File: src/rtl/wb_arbiter.sv
// rtl/wb_arbiter.sv - round-robin writeback arbiter for the integer register-file write port
//
// Grants at most one of NREQ execution-unit results per cycle and registers it
// into a one-deep output stage that drives the register-file write port and the
// writeBackBuffer scoreboard set vector.
//
// Ports:
//   CLK        clock, rising edge
//   RSTn       asynchronous active-low reset
//   req_vaild  [NREQ]            per-unit result valid
//   req_ready  [NREQ]            per-unit grant, combinational, one-hot or zero
//   req_rd0    [(5+RNBIT)*NREQ]  per-unit destination {arch, rn}, unit i at slice i
//   req_res    [DW*NREQ]         per-unit result data, unit i at slice i
//   flush      pipeline flush: blocks grants, kills the output register
//   wb_vaild   registered register-file write enable
//   wb_rd0     [5+RNBIT]         registered write index
//   wb_res     [DW]              registered write data
//   wb_mark    [32*2^RNBIT]      one-hot scoreboard set vector (1 << wb_rd0 when valid)

module wb_arbiter #(
    parameter int NREQ  = 4,
    parameter int DW    = 64,
    parameter int RNBIT = 2
) (
    input  logic                        CLK,
    input  logic                        RSTn,
    input  logic [NREQ-1:0]             req_vaild,
    output logic [NREQ-1:0]             req_ready,
    input  logic [(5+RNBIT)*NREQ-1:0]   req_rd0,
    input  logic [DW*NREQ-1:0]          req_res,
    input  logic                        flush,
    output logic                        wb_vaild,
    output logic [5+RNBIT-1:0]          wb_rd0,
    output logic [DW-1:0]               wb_res,
    output logic [32*(2**RNBIT)-1:0]    wb_mark
);

    localparam int IW = 5 + RNBIT;
    localparam int MW = 32 * (2 ** RNBIT);
    localparam int PW = (NREQ > 1) ? $clog2(NREQ) : 1;

    logic [PW-1:0] rr_ptr;
    logic [PW-1:0] grant_idx;
    logic          grant_found;
    logic          grant;
    logic [PW-1:0] rr_ptr_next;

    logic [IW-1:0] rd_arr  [NREQ];
    logic [DW-1:0] res_arr [NREQ];

    for (genvar i = 0; i < NREQ; i++) begin : g_unpack
        assign rd_arr[i]  = req_rd0[i*IW +: IW];
        assign res_arr[i] = req_res[i*DW +: DW];
    end

    // Scan rr_ptr, rr_ptr+1, ... modulo NREQ; the first valid unit wins.
    always_comb begin
        int idx;
        grant_found = 1'b0;
        grant_idx   = '0;
        idx         = 0;
        for (int k = 0; k < NREQ; k++) begin
            idx = int'(rr_ptr) + k;
            if (idx >= NREQ) begin
                idx = idx - NREQ;
            end
            if (!grant_found && req_vaild[idx]) begin
                grant_found = 1'b1;
                grant_idx   = idx[PW-1:0];
            end
        end
    end

    // Flush masks every grant so nothing is consumed while the pipe is killed.
    assign grant = grant_found && !flush;

    always_comb begin
        req_ready = '0;
        if (grant) begin
            req_ready[grant_idx] = 1'b1;
        end
    end

    assign rr_ptr_next = (grant_idx == PW'(NREQ - 1)) ? '0 : grant_idx + 1'b1;

    always_ff @(posedge CLK or negedge RSTn) begin
        if (!RSTn) begin
            rr_ptr   <= '0;
            wb_vaild <= 1'b0;
            wb_rd0   <= '0;
            wb_res   <= '0;
        end else if (flush) begin
            rr_ptr   <= '0;
            wb_vaild <= 1'b0;
        end else if (grant) begin
            rr_ptr   <= rr_ptr_next;
            wb_rd0   <= rd_arr[grant_idx];
            wb_res   <= res_arr[grant_idx];
            // Writes to x0 are consumed but never reach the register file.
            wb_vaild <= (rd_arr[grant_idx][IW-1:RNBIT] != 5'd0);
        end else begin
            wb_vaild <= 1'b0;
        end
    end

    assign wb_mark = wb_vaild ? (MW'(1) << wb_rd0) : '0;

endmodule
File: config.mk
export PLATFORM = sky130hd
export DESIGN_NAME = wb_arbiter
export DESIGN_NICKNAME = d
export VERILOG_FILES = /design/src/rtl/wb_arbiter.sv
export SDC_FILE = /design/constraint.sdc
export NUM_CORES = 1
export LEC_CHECK = 0
export ABC_AREA = 1
export BUFFER_PORTS_ARGS = -buffer_cell sky130_fd_sc_hd__buf_2
export CORE_AREA = 5 5 191 193
export CTS_BUF_LIST = sky130_fd_sc_hd__clkbuf_8
export DETAILED_ROUTE_END_ITERATION = 8
export DIE_AREA = 0 0 196 198
export SETUP_SLACK_MARGIN = 0.4
export SYNTH_ARGS = -nofsm -noshare
export SYNTH_HDL_FRONTEND = slang
export SYNTH_SLANG_ARGS = --single-unit
File: constraint.sdc
create_clock -name CLK -period 3 [get_ports CLK]
set_clock_uncertainty 0.15 [all_clocks]
set_input_delay 0.3 -clock CLK [delete_from_list [all_inputs] [get_ports CLK]]
set_output_delay 0.3 -clock CLK [all_outputs]
set_load 0.02 [all_outputs]
==> results.tsv <==
stage	metric	value	unit
run_status	outcome	finished, final reports clean	
timing	hold_violations	0	
die	core	0.03437	mm2
routing	firstDrtPassIters	5	
synthesis	yosys.area.top_type	dfrtp_1	
global_routing	grt_pass1_vias	8552	
routing	drc	0	
timing	final.period_utilization	90.82	%
clock_network	cts_tree	done	
power	power_density	1362	mW/mm2
global_routing	grt_max_degree	91	
synthesis	synth_edf_count	0	
synthesis	ys_warn_count	0	
synthesis	synth_area	0.006334	mm2
cells_and_area	fin_util	31.20	%
global_routing	grt_pass1_wl	48110	um
timing	tns	0	ps
clock_network	root_buffer	clkbuf_8	
placed_design	hpwl	24740	um
worst_hold_path	hold_path.class	in -> reg	
die	rows	68	
die	start_util	18.43	%
timing	slew_violations	0	
global_routing	grt_use_total	15.66	%
routing	wl_per_cell	18.75	um
timing	fmax	367.0	MHz
timing	period_needed	2725	ps
synthesis	synth_top_area_share	29.24	%
timing	setup_viol	0	
clock_network	clock_latency	370	ps
cells_and_area	drive_gt1_share	49.49	%
die	die_y	198	um
cells_and_area	fin_nets	1775	
synthesis	yosysSeqAreaShare	29.24	%
routing	drt_iter0_drc	400	
synthesis	netlist_top_cells_area	dfrtp_1 (29%), nor2_1 (20%), o211ai_1 (7.8%)	
synthesis	synth_nets	1280	
placed_design	dp_slack	96.07	ps
placed_design	post_dp_cell_area	0.009196	mm2
job	maxCapViolCount	0	
power	leakagePower	5.129	nW
timing	fin_ws	275.3	ps
synthesis	ys_ff_latch	74	
cells_and_area	stdcell_area	0.01072	mm2
timing	worstMarginPinSlew	647.7	ps
worst_setup_path	end_kind	output pin	
placed_design	io_buffer_count	494	
synthesis	ys.flop_type	dfrtp_1	
routing	drtAntennaViolNets	0	
placed_design	gp_congestion	0.9576	
clock_network	cts-htree-levels	3	
synthesis	synth_cells	985	
routing	viasPerCell	4.696	
worst_setup_path	critPathMaxFanout	5	
worst_setup_path	arrival	2270	ps
cells_and_area	stdcell_count	1942	
timing	fin_hold_ws	61.27	ps
clock_network	clkTransAtPathRegs	90	ps
placed_design	dp.cells	1866	
synthesis	synth.avg_cell_area	6.430	um2
routing	vias	9120	
global_routing	antenna_found_initial	3	
worst_setup_path	startpoint_type	flop	
timing	max-slew-margin-rel	56.66	%
die	ios	495	
clock_network	numCtsBuffers	9	
clock_network	clock_sinks	74	
synthesis	synth_common_cells	nor2_1 (342), nand2_1 (77), dfrtp_1 (74)	
synthesis	async_flop_share	100.0	%
global_routing	gr-total-overflow	0	
synthesis	synth_cell_types	29	
die	die-area	0.03881	mm2
cells_and_area	syn_to_final_growth	69.32	%
clock_network	cts_buffer_depth	2	
power	power	14.61	mW
worst_setup_path	worstPathRequired	2550	ps
synthesis	yosysMostFrequentCell	nor2_1	
worst_setup_path	critPathKind	reg -> out	
power	peakVddDrop	0.0007497	V
routing	routed_wl	36410	um
timing	rsz0062_at_grt	yes	
die	die_w	196	um
[worst max-delay path, stage by stage, from the launching register on]
cell     delay [ps]
dfrtp_2         460
buf_12          160
inv_16           90
nand2_8          60
nand3_4          80
nand2_4          80
nor2_4          170
nand3_4         110
nand3_4         140
buf_12          140
ha_2            150
inv_1            30
nor2_1           70
buf_4           150
[kinds of logic (layout without fill, tap and decap cells)]
| logic type | Yosys count | count (layout) | share of synthesized area, % |
|---|---|---|---|
| flops | 74 | 74 | 29.24 |
| compound gates | 206 | 206 | 20.19 |
| buf+inv | 117 | 617 | 9.048 |
| fa+ha+maj | 4 | 4 | 0.7902 |
| other cells | 0 | 2 | 0 |
| simple gates | 584 | 584 | 40.73 |
[flip-flops by register name, indices dropped and copies added, names as in the netlist]
signal    cells
wb_res       64
wb_vaild      1
wb_rd0        7
rr_ptr        2
[metal layers]
layer | track usage (%) | up-vias | wire [um]
li1 | - | 4337 | -
met1 | 17.84 | 4212 | 13590
met2 | 29.24 | 492 | 19050
met3 | 3.556 | 73 | 2799
met4 | 4.525 | 6 | 929
met5 | 0 | - | 34
[report_power, final]
part / total [mW] / internal, mW / switching, mW
Clock: 0.904 / 0.462 / 0.442
Sequential: 1.87 / 1.53 / 0.345
Combinational: 11.8 / 4.90 / 6.93
[layout make-up]
class / count / area (um2)
fillers: 3709 / 23650
multi-input cells: 794 / 4295
repair buffers: 573 / 3638
flip-flops and latches: 74 / 1856
well taps: 455 / 569.3
inverters: 27 / 143.9
clock buffers: 9 / 123.9
clock inverters: 7 / 86.33
repair inverters: 1 / 6.256
diodes: 2 / 5.005
[final timing paths]
check | endpoint | slack (ps) | cells after the start | startpoint
min in group asynchronous | wb_res[39] | 340 | 3 | RSTn
hold / removal | wb_res[4] | 60 | 3 | req_res[132]
setup / recovery | req_ready[0] | 280 | 13 | rr_ptr[0]
hold reg to reg | wb_res[7] | 400 | 2 | wb_res[7]
max in group asynchronous | rr_ptr[0] | 1970 | 3 | RSTn
setup reg to reg | wb_res[40] | 350 | 16 | rr_ptr[0]
[repair_timing]
item | in CTS | in global routing
gates resized for setup | 64 | 94
endpoints found under the setup margin | 38 | 98
hold buffers | 1 | 0
endpoints found under the hold margin | 74 | 0
pin swaps | 24 | 51
cloned | 5 | 17
setup buffers | 25 | 10
[cells in the final DEF, fill, tap and decap left out, drive strengths merged]
cell type    Yosys  layout
a31oi           66      66
or2             66      66
inv             27      27
o211ai          66      66
o21ai           74      74
dlygate4sd3      0       1
nor3             9       9
dfrtp           74      74
nand4           38      38
clkinvlp         0       3
diode            0       2
nand2           84      84
clkbuf          45      18
clkinv           0       3
buf             45     563
nor2           344     344
ha               4       4
bufinv           0       2
nand3           43      43
Power figures use the tool's default switching activity.
